<file path="src/rtl/uart_pkg.sv">
// Shared types and constants for the UART transmit scheduler.
package uart_pkg;

  localparam int unsigned UART_DATA_W = 8;

  // XOR masks applied to the data reduction to form the parity bit
  localparam logic PAR_EVEN = 1'b0;
  localparam logic PAR_ODD  = 1'b1;

  typedef enum logic [2:0] {
    StIdle,
    StArm,
    StStart,
    StData,
    StParity,
    StStop
  } uart_tx_state_e;

  // Parity bit that makes data+parity even (odd = 0) or odd (odd = 1) in ones
  function automatic logic uart_par_bit(input logic [UART_DATA_W-1:0] data, input logic odd);
    return (^data) ^ (odd ? PAR_ODD : PAR_EVEN);
  endfunction

endpackage

</file>
<file path="src/rtl/uart_rr_arb.sv">
// Combinational round-robin search: first request at or above the pointer, wrapping.
module uart_rr_arb #(
  parameter int unsigned  NREQ = 4,
  localparam int unsigned IdxW = $clog2(NREQ)
) (
  input  logic [NREQ-1:0] i_req,
  input  logic [IdxW-1:0] i_ptr,
  output logic [NREQ-1:0] o_gnt,
  output logic [IdxW-1:0] o_idx,
  output logic            o_valid
);

  // Wrap pointer+offset back into 0..NREQ-1
  function automatic int unsigned wrap_pos(input int unsigned ptr, input int unsigned ofs);
    int unsigned sum;
    sum = ptr + ofs;
    return (sum >= NREQ) ? (sum - NREQ) : sum;
  endfunction

  // Priority search starting at the pointer; the first hit wins
  always_comb begin
    o_gnt   = '0;
    o_idx   = '0;
    o_valid = 1'b0;
    for (int unsigned k = 0; k < NREQ; k++) begin
      if (!o_valid && i_req[wrap_pos(32'(i_ptr), k)]) begin
        o_valid                       = 1'b1;
        o_gnt[wrap_pos(32'(i_ptr), k)] = 1'b1;
        o_idx                         = IdxW'(wrap_pos(32'(i_ptr), k));
      end
    end
  end

endmodule

</file>
<file path="src/rtl/uart_tx_sched.sv">
// UART transmit scheduler: arbitrates requesters, serialises frames, owns the baud divider.
module uart_tx_sched
  import uart_pkg::*;
#(
  parameter int unsigned  NREQ   = 4,
  parameter int unsigned  DATA_W = 8,
  localparam int unsigned IdxW   = $clog2(NREQ)
) (
  input  logic                     clk_sys,
  input  logic                     rst_sys_n,
  input  logic                     xmit_pulse,
  input  logic [NREQ-1:0]          req_valid,
  input  logic [NREQ*DATA_W-1:0]   req_data,
  output logic [NREQ-1:0]          req_ready,
  input  logic [8:0]               cfg_baud_val,
  input  logic                     cfg_parity_en,
  input  logic                     cfg_parity_odd,
  output logic [8:0]               baud_val,
  output logic                     txd,
  output logic                     tx_busy,
  output logic [IdxW-1:0]          tx_owner
);

  uart_tx_state_e         r_state, w_state_nxt;
  logic [UART_DATA_W-1:0] r_shift, w_shift_nxt;
  logic [2:0]             r_bit_cnt, w_bit_cnt_nxt;
  logic                   r_par_en, w_par_en_nxt;
  logic                   r_par_bit, w_par_bit_nxt;
  logic                   r_txd, w_txd_nxt;
  logic                   r_busy, w_busy_nxt;
  logic [NREQ-1:0]        r_ready, w_ready_nxt;
  logic [IdxW-1:0]        r_owner, w_owner_nxt;
  logic [IdxW-1:0]        r_rr_ptr, w_rr_ptr_nxt;
  logic [8:0]             r_baud, w_baud_nxt;

  logic [NREQ-1:0]        w_gnt;
  logic [IdxW-1:0]        w_gnt_idx;
  logic                   w_any_req;
  logic [UART_DATA_W-1:0] w_req_byte;

  uart_rr_arb #(
    .NREQ (NREQ)
  ) u_arb (
    .i_req   (req_valid),
    .i_ptr   (r_rr_ptr),
    .o_gnt   (w_gnt),
    .o_idx   (w_gnt_idx),
    .o_valid (w_any_req)
  );

  assign w_req_byte = req_data[w_gnt_idx*DATA_W +: UART_DATA_W];

  // Next-state, datapath and registered-output decisions
  always_comb begin
    w_state_nxt   = r_state;
    w_shift_nxt   = r_shift;
    w_bit_cnt_nxt = r_bit_cnt;
    w_par_en_nxt  = r_par_en;
    w_par_bit_nxt = r_par_bit;
    w_txd_nxt     = r_txd;
    w_busy_nxt    = r_busy;
    w_ready_nxt   = '0;
    w_owner_nxt   = r_owner;
    w_rr_ptr_nxt  = r_rr_ptr;
    w_baud_nxt    = r_baud;

    case (r_state)
      StIdle: begin
        if (w_any_req) begin
          w_state_nxt   = StArm;
          w_shift_nxt   = w_req_byte;
          w_par_en_nxt  = cfg_parity_en;
          // Parity is resolved now so later config changes cannot affect this frame
          w_par_bit_nxt = uart_par_bit(w_req_byte, cfg_parity_odd);
          w_owner_nxt   = w_gnt_idx;
          w_rr_ptr_nxt  = (w_gnt_idx == IdxW'(NREQ - 1)) ? '0 : w_gnt_idx + IdxW'(1);
          w_ready_nxt   = w_gnt;
          w_busy_nxt    = 1'b1;
        end else begin
          // Divider only tracks config while the line is truly idle
          w_baud_nxt = cfg_baud_val;
        end
      end
      StArm: begin
        if (xmit_pulse) begin
          w_state_nxt = StStart;
          w_txd_nxt   = 1'b0;
        end
      end
      StStart: begin
        if (xmit_pulse) begin
          w_state_nxt   = StData;
          w_txd_nxt     = r_shift[0];
          w_shift_nxt   = r_shift >> 1;
          w_bit_cnt_nxt = 3'd0;
        end
      end
      StData: begin
        if (xmit_pulse) begin
          if (r_bit_cnt != 3'd7) begin
            w_txd_nxt     = r_shift[0];
            w_shift_nxt   = r_shift >> 1;
            w_bit_cnt_nxt = r_bit_cnt + 3'd1;
          end else if (r_par_en) begin
            w_state_nxt = StParity;
            w_txd_nxt   = r_par_bit;
          end else begin
            w_state_nxt = StStop;
            w_txd_nxt   = 1'b1;
          end
        end
      end
      StParity: begin
        if (xmit_pulse) begin
          w_state_nxt = StStop;
          w_txd_nxt   = 1'b1;
        end
      end
      StStop: begin
        if (xmit_pulse) begin
          w_state_nxt = StIdle;
          w_busy_nxt  = 1'b0;
        end
      end
      default: begin
        w_state_nxt = StIdle;
        w_txd_nxt   = 1'b1;
        w_busy_nxt  = 1'b0;
      end
    endcase
  end

  // State and datapath registers; reset forces the line high immediately
  always_ff @(posedge clk_sys or negedge rst_sys_n) begin
    if (!rst_sys_n) begin
      r_state   <= StIdle;
      r_shift   <= '0;
      r_bit_cnt <= '0;
      r_par_en  <= 1'b0;
      r_par_bit <= 1'b0;
      r_txd     <= 1'b1;
      r_busy    <= 1'b0;
      r_ready   <= '0;
      r_owner   <= '0;
      r_rr_ptr  <= '0;
      r_baud    <= 9'd0;
    end else begin
      r_state   <= w_state_nxt;
      r_shift   <= w_shift_nxt;
      r_bit_cnt <= w_bit_cnt_nxt;
      r_par_en  <= w_par_en_nxt;
      r_par_bit <= w_par_bit_nxt;
      r_txd     <= w_txd_nxt;
      r_busy    <= w_busy_nxt;
      r_ready   <= w_ready_nxt;
      r_owner   <= w_owner_nxt;
      r_rr_ptr  <= w_rr_ptr_nxt;
      r_baud    <= w_baud_nxt;
    end
  end

  assign req_ready = r_ready;
  assign baud_val  = r_baud;
  assign txd       = r_txd;
  assign tx_busy   = r_busy;
  assign tx_owner  = r_owner;

endmodule

</file>
<file path="config.mk">
export PLATFORM = sky130hd
export DESIGN_NAME = uart_tx_sched
export DESIGN_NICKNAME = d
export VERILOG_FILES = /design/src/rtl/uart_pkg.sv /design/src/rtl/uart_rr_arb.sv /design/src/rtl/uart_tx_sched.sv
export SDC_FILE = /design/constraint.sdc
export NUM_CORES = 1
export LEC_CHECK = 0
export CORE_MARGIN = 10
export CORE_UTILIZATION = 49
export CTS_CLUSTER_DIAMETER = 100
export DETAILED_ROUTE_END_ITERATION = 6
export PLACE_DENSITY = 0.79
export SLEW_MARGIN = 20
export SYNTH_ARGS = -nofsm -noshare
export SYNTH_HDL_FRONTEND = slang
export SYNTH_SLANG_ARGS = --single-unit
</file>
<file path="constraint.sdc">
create_clock -name clk_sys -period 4.8 [get_ports clk_sys]
set_input_delay 0.72 -clock clk_sys [delete_from_list [all_inputs] [get_ports clk_sys]]
set_output_delay 0.72 -clock clk_sys [all_outputs]
set_load 0.01 [all_outputs]
</file>
==> metrics.txt <==
run status=finished, final reports clean; die height=92.0 um; Rows=26; sequential power share=between 20% and 30%; crit path kind=reg -> reg; fin util=64.5%; global-route wire length before repair=about 11,000 um; post-synth design cell area=~2500 um^2; switching share of power=42.0%; Post-DP HPWL=about 4900 um; final setup margin=~0.69 ns; Root Driver=clkbuf_8; dpl ws=approximately 0.57 ns; area share of the largest cell type after synthesis=between 30% and 40%; commonest non-fill, non-tap cell in the layout=clkdlybuf4s50_1; Synth cell types=52; final hold vios=0; Crit Reg-Reg Startpoint=r_rr_ptr[0]; CP max-delay cell=mux4_2; PortBufs=66; Synth Area in Adders=3.45%; Max-Cap Viols=0; Internal Power=1.41 mW; Syn Area/Cell=approximately 10 um^2; Post-synth EDFFs=0; Slew @ Worst Pin=0.891 ns; fmax=243 MHz; Starting Density=between 50% and 60%; Fillers=roughly 450; routability congestion estimate=0.828; CP endpoint kind=flip-flop; Rel. slew slack=between 40% and 50%; Wirelength per Cell=between 15 and 20 um; Worst Hold End=r_shift[6]; # setup viols final=0; Max FO, Critical Path=12; clock share of power=8.2%; XOR/XNOR Fraction of Synth Area=4.34%; vias in the first global route=~2,200; multiplexer share of the synthesized area=about a fifth; unrepaired setup endpoints after global routing=no; top area cells in the synthesized netlist=dfrtp_1, mux2i_1, mux2_2; H-tree Lvls=2; Antenna diodes=0; Final Slew Violations=0; die width=around 92 um; CTS tree=done; CORE AREA=~5100 um^2; leading area contributor after synthesis=dfrtp_1; Worst setup SP type=flip-flop; Max rail drop VDD=approximately 360 uV; Main synth FF type=dfrtp_1; clock latency on the worst-skew pair=around 0.28 ns; Hold Crit Start=r_shift[6]; reg2reg setup slack=approximately 0.69 ns; critical path required time=5.00 ns; post-cts sizing count=0; crit path cell chain=clkinv_1 > ha_1 > mux4_2 > nor2b_2 > buf_4 > nor2_4 > o22ai_4 > mux2i_1 > mux2i_1 > xnor2_1 > xnor2_1 > xnor3_1 > o21ai_1; Die Area=8460 um^2; WL final=around 6300 um; nets=368; share of cells above drive strength 1=between 10% and 20%; initial antenna violation count=0; Syn Nets=about 310; Final Skew=0.00593 ns; via count=about 2,100; DRC=0; largest family of logic cells by synthesized area=multiplexers; clk sink count=35; sequential share of the synthesized area=34.5%; #FFs+latches synth=35; final setup TNS=0 ns; GRT Residual Overflow=0; post-route ant nets=0; Syn Inst Count=254; Initial DRC Count=108; hold depth=2; Comb pwr share=a little over two thirds; IO Pins=67; total CTS buffers=5; setup bufs post-CTS=0; hold bufs inserted after CTS=0; RR Endpoint=r_par_bit; Critical Path AT=roughly 4.3 ns; Vias/cell=between 5 and 6; Crit path largest cell delay=0.66 ns; DRT Pass-1 Iters=4; ys async rst share=100%; Tcrit/Tclk final=between 80% and 90%; Tot GR Track Use=15.0%; Compound-Gate Fraction of Synth Area=18.0%; commonest cells after routing, fill and taps aside=clkdlybuf4s50_1, dfrtp_1, mux2i_1, o21ai_0, nand2_1; net switching power figure=approximately 1 mW; Reg clk slew, reported paths=0.07 ns; pwr/cell area=around 740 nW/um^2; Worst Reg-to-Reg Cells=13; Tot Pwr=around 2.4 mW; Worst Hold Class=reg -> reg; pin count of the biggest net entering global routing=36; Syn-to-layout area delta=28.9%; Clock Path Buffers=2; min cycle time layout=between 4 and 5 ns; Ys Warns=0; simple-gate share of the synthesized area=roughly an eighth; Pleak=1.39 nW
-- through the flow --
stage | instance area [um^2] | hold WS (ns) | instances
floorplan | 2540 | 0.424 | 254
global placement | 3190 | 0.462 | 374
detailed placement | 3190 | 0.472 | 374
CTS | 3270 | 0.487 | 382
global route | 3270 | 0.514 | 382
finish | 3270 | 0.481 | 382
-- synth_stat cells, types with 2 or more instances --
cell type	count
nand2_1	18
inv_1	9
mux2i_1	25
ha_1	7
dfrtp_1	34
o22a_1	2
a221o_1	5
or3_1	2
buf_6	4
nor2_1	17
nand3b_1	2
mux2_2	15
or2_2	2
o21ai_0	18
mux4_2	3
o31ai_1	2
nand3_1	3
a221oi_1	6
and2_1	2
nand2b_1	5
nor3_1	6
a22oi_1	7
o211ai_1	2
a32oi_1	2
xor2_1	2
o22ai_1	2
a21oi_1	9
xnor2_1	8
clkbuf_1	12
-- critical path, delay by kind of cell (launching register included) --
family / cells / cell delay (ns)
AOI/OAI and AO/OA: 2 / 0.58
xor gates and xnor gates: 3 / 0.75
adders and majority gates: 1 / 0.59
buffers and inverters: 2 / 0.49
DFF: 1 / 0.35
muxes: 3 / 1.05
and+or+nand+nor: 2 / 0.21
-- sequential cells by signal, summed over array words and instances (netlist names), 2 cells and up --
signal,cells
baud_val,9
r_rr_ptr,2
tx_owner,2
r_shift,8
req_ready,4
r_state,3
r_bit_cnt,3
-- power groups by stage --
stage | sequential [mW] | clock, mW | combinational (mW)
6_report | 0.540 | 0.200 | 1.69
5_1_grt | 0.558 | 0.223 | 1.88
4_1_cts | 0.539 | 0.208 | 1.71
3_5_place_dp | 0.544 | 0 | 1.70
3_3_place_gp | 0.538 | 0 | 1.67
2_1_floorplan | 0.537 | 0 | 1.38
-- cells by family after synthesis --
group / count (synthesis)
buffers and inverters: 29
adders and majority gates: 7
xor gates and xnor gates: 11
and+or+nand+nor: 65
DFF: 35
AOI/OAI and AO/OA: 63
muxes: 44
-- worst max-delay path by stage --
stage / from / slack [ns] / endpoint
after floorplan: r_rr_ptr[0] / 0.96 / r_par_bit
after global placement: req_valid[3] / 0.70 / r_par_bit
after detailed placement: req_valid[3] / 0.57 / r_par_bit
after CTS: r_rr_ptr[0] / 0.66 / r_par_bit
after global routing: r_rr_ptr[0] / 0.37 / r_par_bit
final: r_rr_ptr[0] / 0.69 / r_par_bit
-- cell type report --
cell class              instances  area (um^2)  share of cell area [%]
well taps                      70         87.6                    2.68
repair buffers                 69          683                    20.9
clock inverters                 1         5.00                   0.153
clock buffers                   7         76.3                    2.33
multi-input cells             190         1510                    46.0
flip-flops and latches         35          877                    26.8
inverters                      10         37.5                    1.15
-- layer usage --
| metal | GRT usage [%] | wire length, um | vias up |
|---|---|---|---|
| met4 | 3.47 | 43 | 0 |
| met1 | 18.3 | 2830 | 1044 |
| met2 | 25.9 | 3150 | 47 |
| met5 | 0 | 0 | - |
| li1 | - | - | 1051 |
| met3 | 3.67 | 237 | 5 |
No activity file was read; power rests on OpenSTA's default activity.
